--- config.mk ---
export PLATFORM = sky130hd
export DESIGN_NAME = branch_predictor_gshare
export DESIGN_NICKNAME = d
export VERILOG_FILES = /design/src/rtl/branch_predictor_gshare.sv
export SDC_FILE = /design/constraint.sdc
export NUM_CORES = 1
export LEC_CHECK = 0
export CAP_MARGIN = 10
export CORE_MARGIN = 4
export CORE_UTILIZATION = 45
export CTS_CLUSTER_DIAMETER = 30
export DETAILED_ROUTE_END_ITERATION = 8
export PLACE_DENSITY_LB_ADDON = 0.12
export SYNTH_ARGS = -nofsm -noshare
export SYNTH_HDL_FRONTEND = slang
export SYNTH_SLANG_ARGS = --single-unit
--- constraint.sdc ---
create_clock -name clk -period 10.2 [get_ports clk]
set_clock_uncertainty 0.2 [all_clocks]
set_input_delay 3.06 -clock clk [delete_from_list [all_inputs] [get_ports clk]]
set_output_delay 3.06 -clock clk [all_outputs]
set_load 0.01 [all_outputs]
--- src/rtl/branch_predictor_gshare.sv ---
// rtl/branch_predictor_gshare.sv - dual-lane gshare/bimodal branch direction predictor
//
// Purpose: a pattern history table (PHT) of saturating counters gives two same-cycle
// lane predictions and one fetch-lookahead prediction. It takes two resolved-branch
// updates per cycle, keeps a speculative global history register (GHR) that is
// restored on mispredict, and fills the PHT with weakly-not-taken after reset.
//
// Ports:
//   clk, reset                     clock, synchronous active-high reset
//   pc1, pc2, nextPC               lane-1 / lane-2 fetch PCs, lookahead PC
//   fetch_br1, fetch_br2           fetch lane holds a branch (speculative GHR push)
//   prediction1/2, instMemPred     taken predictions (0 while not ready)
//   ghr_snap1, ghr_snap2           history used to index each lane
//   branch1/2, pcE1/2              execute-stage resolution and its PC
//   branch_taken1/2, ghrE1/2       actual outcome and returned history snapshot
//   mispredict1/2                  lane prediction was wrong
//   ready                          PHT initialised, predictions valid
module branch_predictor_gshare #(
    parameter int PC_W    = 11,
    parameter int IDX_W   = 5,
    parameter int CTR_W   = 2,
    parameter int GHR_W   = 5,
    parameter bit USE_GHR = 1'b1
) (
    input  logic             clk,
    input  logic             reset,
    input  logic [PC_W-1:0]  pc1,
    input  logic [PC_W-1:0]  pc2,
    input  logic             fetch_br1,
    input  logic             fetch_br2,
    input  logic [PC_W-1:0]  nextPC,
    output logic             prediction1,
    output logic             prediction2,
    output logic             instMemPred,
    output logic [GHR_W-1:0] ghr_snap1,
    output logic [GHR_W-1:0] ghr_snap2,
    input  logic             branch1,
    input  logic             branch2,
    input  logic [PC_W-1:0]  pcE1,
    input  logic [PC_W-1:0]  pcE2,
    input  logic             branch_taken1,
    input  logic             branch_taken2,
    input  logic [GHR_W-1:0] ghrE1,
    input  logic [GHR_W-1:0] ghrE2,
    input  logic             mispredict1,
    input  logic             mispredict2,
    output logic             ready
);

    localparam int              DEPTH   = 1 << IDX_W;
    localparam logic [CTR_W-1:0] WNT    = CTR_W'((1 << (CTR_W - 1)) - 1);
    localparam logic [CTR_W-1:0] CTR_MAX = '1;

    typedef enum logic {ST_INIT, ST_RUN} state_t;

    state_t           state;
    state_t           state_next;
    logic             init_we;
    logic [IDX_W-1:0] init_ptr;
    logic [GHR_W-1:0] ghr;
    logic [GHR_W-1:0] ghr_next;
    logic [GHR_W-1:0] h2;
    logic [CTR_W-1:0] pht [DEPTH];

    logic [IDX_W-1:0] idx1, idx2, idx_la;
    logic [IDX_W-1:0] upd_idx1, upd_idx2;
    logic [CTR_W-1:0] upd_val1, upd_val2, upd_base2;

    // PC bits above the index never reach the table.
    logic unused_pc_bits;
    assign unused_pc_bits = ^{pc1[PC_W-1:IDX_W], pc2[PC_W-1:IDX_W], nextPC[PC_W-1:IDX_W],
                              pcE1[PC_W-1:IDX_W], pcE2[PC_W-1:IDX_W]};

    // Shift one outcome into a history value; the oldest bit falls off the top.
    function automatic logic [GHR_W-1:0] shift_in(input logic [GHR_W-1:0] h, input logic b);
        logic [GHR_W-1:0] r;
        r    = h << 1;
        r[0] = b;
        return r;
    endfunction

    function automatic logic [IDX_W-1:0] idx_of(input logic [PC_W-1:0] pc,
                                                 input logic [GHR_W-1:0] h);
        if (USE_GHR)
            return pc[IDX_W-1:0] ^ IDX_W'(h);
        else
            return pc[IDX_W-1:0];
    endfunction

    function automatic logic [CTR_W-1:0] sat_step(input logic [CTR_W-1:0] c, input logic up);
        if (up)
            return (c == CTR_MAX) ? c : c + CTR_W'(1);
        else
            return (c == '0) ? c : c - CTR_W'(1);
    endfunction

    // FSM: state register
    always_ff @(posedge clk) begin
        if (reset)
            state <= ST_INIT;
        else
            state <= state_next;
    end

    // FSM: next state
    always_comb begin
        state_next = state;
        if (state == ST_INIT && init_ptr == IDX_W'(DEPTH - 1))
            state_next = ST_RUN;
    end

    // FSM: outputs
    always_comb begin
        ready   = (state == ST_RUN);
        init_we = (state == ST_INIT);
    end

    always_ff @(posedge clk) begin
        if (reset)
            init_ptr <= '0;
        else if (init_we)
            init_ptr <= init_ptr + IDX_W'(1);
    end

    // Lane 2 sees lane 1's prediction already shifted in when lane 1 is a branch.
    assign h2     = fetch_br1 ? shift_in(ghr, prediction1) : ghr;
    assign idx1   = idx_of(pc1, ghr);
    assign idx2   = idx_of(pc2, h2);
    assign idx_la = idx_of(nextPC, ghr);

    assign prediction1 = ready & pht[idx1][CTR_W-1];
    assign prediction2 = ready & pht[idx2][CTR_W-1];
    assign instMemPred = ready & pht[idx_la][CTR_W-1];
    assign ghr_snap1   = ghr;
    assign ghr_snap2   = h2;

    // Counter updates; a same-index lane 2 builds on lane 1's result so both steps land.
    always_comb begin
        upd_idx1  = idx_of(pcE1, ghrE1);
        upd_idx2  = idx_of(pcE2, ghrE2);
        upd_val1  = sat_step(pht[upd_idx1], branch_taken1);
        upd_base2 = (branch1 && upd_idx1 == upd_idx2) ? upd_val1 : pht[upd_idx2];
        upd_val2  = sat_step(upd_base2, branch_taken2);
    end

    // Speculative pushes, overridden by a mispredict restore (older lane first).
    always_comb begin
        ghr_next = ghr;
        if (fetch_br1)
            ghr_next = shift_in(ghr_next, prediction1);
        if (fetch_br2)
            ghr_next = shift_in(ghr_next, prediction2);
        if (branch1 && mispredict1)
            ghr_next = shift_in(ghrE1, branch_taken1);
        else if (branch2 && mispredict2)
            ghr_next = shift_in(ghrE2, branch_taken2);
    end

    always_ff @(posedge clk) begin
        if (reset)
            ghr <= '0;
        else if (state == ST_RUN)
            ghr <= ghr_next;
    end

    // Table contents are rebuilt by the init sweep instead of a reset.
    always_ff @(posedge clk) begin
        if (!reset) begin
            if (init_we) begin
                pht[init_ptr] <= WNT;
            end else begin
                if (branch1)
                    pht[upd_idx1] <= upd_val1;
                if (branch2)
                    pht[upd_idx2] <= upd_val2;
            end
        end
    end

endmodule

==> results of run 1 <==
-- metal layers --
| layer | up-vias | part of all wire [%] |
|---|---|---|
| met5 | - | 0 |
| met4 | 0 | 2.2 |
| met3 | 27 | 7.1 |
| met2 | 238 | 50 |
| met1 | 2617 | 41 |
| li1 | 2311 | - |
-- state kept, by name, indices dropped and copies added (netlist names) --
name       count
ready          1
pht           64
ghr_snap1      5
init_ptr       5
-- critical path: stages --
cell and delay [ns]:
clkdlybuf4s50_1 0.55, xor2_4 0.26, mux4_2 0.40, o211ai_1 0.23, nand4_1 0.14, o21a_4 0.28, xnor2_4 0.16, buf_4 0.17
mux4_1 0.58, a21oi_1 0.20, a221oi_2 0.10, o21a_1 0.19, clkdlybuf4s50_1 0.47
-- report_power, final --
part	leakage (nW)	internal (mW)	total [mW]	switching, mW
Clock	0.166	0.224	0.354	0.130
Sequential	0.774	0.330	0.333	0.00235
Combinational	2.22	0.0827	0.195	0.112
-- area by class of cell --
class,count,area share [%]
Clock buffer,14,3.83
Multi-Input combinational cell,443,53.3
Tap cell,180,2.94
Timing Repair Buffer,92,11.0
Sequential cell,75,27.9
Clock inverter,2,0.506
Inverter,10,0.489
-- path summary, 6_finish.rpt --
check	depth (start not counted)	endpoint	from
min reg2reg	2	init_ptr[0]	init_ptr[0]
min	2	init_ptr[0]	init_ptr[0]
max	13	prediction2	pc1[1]
max reg2reg	14	ghr_snap1[0]	ghr_snap1[0]
-- cells by family (layout without fill, tap and decap cells) --
logic type                 after synthesis  count (layout)  synth area share, %
buffers and inverters                   41             118                 2.70
xor gates and xnor gates                40              40                 6.59
AOI/OAI and AO/OA                       89              89                 9.38
muxes                                  154             154                 36.0
and+or+nand+nor                        154             154                 10.5
DFF                                     75              75                 33.8
adders and majority gates                6               6                 1.03
-- per-stage QoR --
step                      util [%]  worst slack [ns]
after global routing          55.5          -0.00474
after floorplan                  -             0.963
final                         55.5             0.150
after detailed placement      52.7            -0.204
after global placement        52.7            -0.172
after CTS                     55.3            0.0901
-- Yosys cell counts, types with 7 or more instances --
cell type and number:
dfxtp_1 11, o211ai_1 7, nor2b_1 9, nand2_1 61
nor3_1 10, mux2i_1 89, clkbuf_1 24, mux4_2 53
xnor2_1 16, xor2_1 18, o21ai_0 39, mux2_2 8
edfxtp_1 64, a21oi_1 7, nor2_1 47, inv_1 9
nand3_1 14
-- repair_timing --
item                       CTS  global route
buffers inserted             2             2
pin swaps                    1             1
setup endpoints to repair    1             1
resized for setup            5             2
==> flow_summary_export.csv, run 1 <==
group,metric,value,unit
floorplan,core,13800,µm²
layout,finalNonFillerCells,816,
synth,ys_warn_count,0,
global_routing,use_met1,34.0,%
clock_tree,cts_made_buffers,9,
route,drt_first_iter_violations,633,
layout,fillers,1187,
route,wl_per_cell,24.6,µm
place,gp_congestion,0.948,
sta,hold_viol,0,
route,vias_per_cell,6.36,
global_routing,grt_pass1_vias,5158,
synth,synth_cells,559,
critical_path,crit_required,6.94,ns
floorplan,die_area,16000,µm²
layout,layout_common_cells,"87 x mux2i_1, 64 x edfxtp_1, 61 x nand2_1",
layout,final_design_area_no_fill,7670,µm²
sta,fmax,99.5,MHz
clock_tree,clk_latency,0.34,ns
sta,fin_hold_ws,0.335,ns
critical_path,cp_data_arrival_time,6.79,ns
sta,relSlewSlack,35.0,%
job,cap_violations,0,
floorplan,die_w,127,µm
sta,post-route-min-period,10.05,ns
worst_hold_path,hold_class,"reg -> reg",
route,drt_wl_total,20100,µm
global_routing,track_usage,25.2,%
sta,fin_crit_sh,98.5,%
route,ant_nets,0,
clock_tree,cts_tree,"done",
critical_path,endpoint_kind,"output pin",
place,post-place-cells,796,
synth,yosysSeqAreaShare,33.8,%
global_routing,grt_pass1_wl,30700,µm
synth,synth_area,6340,µm²
synth,synth_top_area_share,30.3,%
clock_tree,clockBufferDepth,2,
sta,fin_setup_tns,0,ns
synth,yosys.area.top_type,"edfxtp_1",
global_routing,gr-total-overflow,0,
power_and_ir_drop,ir_drop,0.0993,mV
clock_tree,clk_pin_slew,0.06,ns
status,status,"finished, final reports clean",
synth,synth_enable_flop_cells,64,
clock_tree,cts-root-buf,"clkbuf_16",
sta,finalSetupViolCount,0,
clock_tree,ctsHoldBuffers,0,
route,dr.pass1.iters,5,
synth,ys_top_cells_by_area,"edfxtp_1 30%, mux4_2 19%, mux2i_1 14%, nand2_1 3.6%, dfxtp_1 3.5%",
global_routing,grt_max_degree,33,
power_and_ir_drop,p_total,882,µW
sta,drv_slew,0,
synth,avgSynthCellArea,11.3,µm²
floorplan,start_util,45.8,%
place,port_buffers,58,
global_routing,antenna_found_initial,0,
sta,worstMarginPinSlew,0.971,ns
synth,syn_nets,636,
clock_tree,htree_levels,3,
route,drcViolationCount,0,
place,placed_area,7280,µm²
layout,seq_area,2140,µm²
floorplan,rows,43,
global_routing,met3_usage,4.00,%
synth,ys_types,59,
floorplan,num_io_pins,89,
critical_path,cp_max_fo,5,
synth,synth-async-reset-ratio,0,%
critical_path,reg2reg_slack,6.24,ns
layout,areaGrowthSynthToFinish,21.1,%
critical_path,startpoint_type,"input port",
global_routing,gr-usage-met2,42.1,%
critical_path,crit_type,"in -> out",
synth,ys.flop_type,"edfxtp_1",
clock_tree,clock-sinks,75,
route,num_vias,5193,
layout,antenna_cells,0,
place,dp_hpwl,14000,µm
layout,drive_gt1_share,21.2,%
layout,layout_commonest_cell,"mux2i_1",
global_routing,grt.busiest_layer,"met2",
floorplan,die_h,127,µm
power_and_ir_drop,power.density,115,nW/µm²
power_and_ir_drop,p_leak,3.16,nW
synth,ys_ff_latch,75,
layout,nets,708,
layout,multi_input_area,4090,µm²
(Power assumes the default switching activity.)
==> run 2: changes to the inputs <==
--- a/config.mk
+++ b/config.mk
@@ -8,6 +8,7 @@
 export CAP_MARGIN = 10
 export CORE_MARGIN = 4
 export CORE_UTILIZATION = 45
+export CTS_BUF_LIST = sky130_fd_sc_hd__clkbuf_16
 export CTS_CLUSTER_DIAMETER = 30
 export DETAILED_ROUTE_END_ITERATION = 8
 export PLACE_DENSITY_LB_ADDON = 0.12
==> run 2 against run 1 <==
Effect of this change: routed wire length rose by 0.12%; via count up 1.6%; worst setup slack worse by 0.0087 ns; final cell count stayed put; die area is the same; combinational power hardly changed; total power fell by 4.2%; clock-buffer cell count down 5; clock power shrank 11%.
==> flow_summary_export.csv, run 2 (synthesized netlist as in run 1, its figures left out) <==
group,metric,value,unit
route,num_vias,5277,
sta,fmax,99.4,MHz
layout,fillers,1195,
power_and_ir_drop,p_int,599,µW
sta,post-route-min-period,10.06,ns
floorplan,rows,43,
worst_hold_path,hold_start,"init_ptr[0]",
layout,nets,708,
layout,multi_input_area,4090,µm²
clock_tree,cts_tree,"done",
critical_path,rr_endpoint,"ghr_snap1[0]",
layout,antenna_cells,0,
clock_tree,clock-sinks,75,
layout,largest_reg_flops,64,
critical_path,crit_type,"in -> out",
power_and_ir_drop,p_comb_share,23.2,%
power_and_ir_drop,switching_power,246,µW
critical_path,timing.rr.start,"ghr_snap1[0]",
route,dr.pass1.iters,5,
route,wl_per_cell,24.6,µm
place,gp_congestion,0.948,
route,ant_nets,0,
clock_tree,cts_made_buffers,9,
floorplan,die_w,127,µm
clock_tree,htree_levels,3,
power_and_ir_drop,power_frac_seq,39.4,%
route,drcViolationCount,0,
power_and_ir_drop,p_total,845,µW
global_routing,antenna_found_initial,0,
critical_path,cp_data_arrival_time,6.80,ns
global_routing,grt_pass1_wl,30600,µm
layout,finalNonFillerCells,816,
clock_tree,cts-root-buf,"clkbuf_16",
sta,fin_crit_sh,98.6,%
critical_path,reg2reg_slack,6.24,ns
layout,layout_commonest_cell,"mux2i_1",
global_routing,gr-total-overflow,0,
sta,hold_viol,0,
critical_path,endpoint_kind,"output pin",
layout,layout_common_cells,"87 x mux2i_1, 64 x edfxtp_1, 61 x nand2_1",
floorplan,num_io_pins,89,
layout,largest_register,"pht",
critical_path,startpoint_type,"input port",
power_and_ir_drop,p_leak,3.13,nW
job,cap_violations,0,
critical_path,reg2reg_depth,14,
worst_hold_path,hold_path_depth,2,
clock_tree,clk_latency,0.34,ns
sta,worstMarginPinSlew,0.968,ns
sta,relSlewSlack,35.2,%
place,post-place-cells,796,
route,vias_per_cell,6.47,
floorplan,die_area,16000,µm²
floorplan,core,13800,µm²
sta,finalSetupViolCount,0,
route,drt_wl_total,20100,µm
place,port_buffers,58,
floorplan,die_h,127,µm
global_routing,track_usage,25.1,%
floorplan,start_util,45.8,%
worst_hold_path,min_to,"init_ptr[0]",
layout,seq_area,2140,µm²
power_and_ir_drop,p_clk_share,37.5,%
power_and_ir_drop,p_sw_share,29.1,%
worst_hold_path,hold_class,"reg -> reg",
critical_path,cp_max_fo,5,
power_and_ir_drop,ir_drop,0.0987,mV
global_routing,grt_pass1_vias,5147,
route,drt_first_iter_violations,623,
sta,fin_setup_tns,0,ns
power_and_ir_drop,power.density,111,nW/µm²
global_routing,grt_max_degree,33,
sta,drv_slew,0,
place,dp_hpwl,14000,µm
critical_path,crit_required,6.94,ns
layout,drive_gt1_share,20.4,%
clock_tree,clockBufferDepth,2,
clock_tree,clk_pin_slew,0.06,ns
clock_tree,ctsHoldBuffers,0,
layout,areaGrowthSynthToFinish,20.3,%
status,status,"finished, final reports clean",
==> run 2: changes by cell type in the layout (fill, tap and decap cells not counted), sizes merged <==
cell / change
clkbuf: -5
clkinv: +5
==> run 2: timing repair <==
action                                 4_1_cts  5_1_grt
gates resized for setup                      5        2
pin swaps                                    1        1
endpoints found under the hold margin        0        0
setup endpoints to repair                    1        1
buffers inserted                             2        2
==> run 2: power groups by stage <==
stage                     Combinational (mW)  Sequential, mW  Clock (mW)
after detailed placement               0.192           0.339           0
after global routing                   0.208           0.333       0.331
after CTS                              0.193           0.333       0.318
after global placement                 0.190           0.339           0
final                                  0.196           0.333       0.316
after floorplan                        0.116           0.338           0
==> run 2: per-layer routing <==
metal  track usage (%)  vias to the layer above  part of all wire (%)
met3              3.87                       38                   7.4
met4              8.20                        0                   2.6
met1              34.3                     2664                    41
met5                 0                        -                     0
li1                  -                     2312                     -
met2              41.3                      263                    49
==> run 2: final cells by class <==
class / count / area share (%)
Timing Repair Buffer: 92 / 11.1
Clock buffer: 9 / 2.95
Sequential cell: 75 / 28.1
Multi-Input combinational cell: 443 / 53.6
Tap cell: 180 / 2.95
Clock inverter: 7 / 0.755
Inverter: 10 / 0.492
==> run 2: critical path: stages <==
cell             delay [ns]
clkdlybuf4s50_1        0.55
xor2_4                 0.26
mux4_2                 0.40
o211ai_1               0.23
nand4_1                0.14
o21a_4                 0.28
xnor2_4                0.16
buf_4                  0.17
mux4_1                 0.58
a21oi_1                0.20
a221oi_2               0.10
o21a_1                 0.19
clkdlybuf4s50_1        0.47
==> run 2: per-stage QoR <==
step                utilization (%)  setup slack (ns)  hold WS [ns]  instance area, µm²
finish                         55.1             0.142         0.333                7620
detailed placement             52.7            -0.204         0.333                7280
CTS                            55.0            0.0901         0.338                7600
global placement               52.7            -0.172         0.312                7280
floorplan                         -             0.963         0.293                6340
global route                   55.1          -0.00474         0.379                7620
==> run 2: worst max path at each step <==
stage	from	to	slack, ns
2_1_floorplan	pc1[0]	prediction2	0.96
3_3_place_gp	pc1[0]	prediction2	-0.17
3_5_place_dp	pc1[0]	prediction2	-0.20
4_1_cts	pc1[1]	prediction2	0.09
5_1_grt	pc1[1]	prediction2	-0.005
6_report	pc1[1]	prediction2	0.14
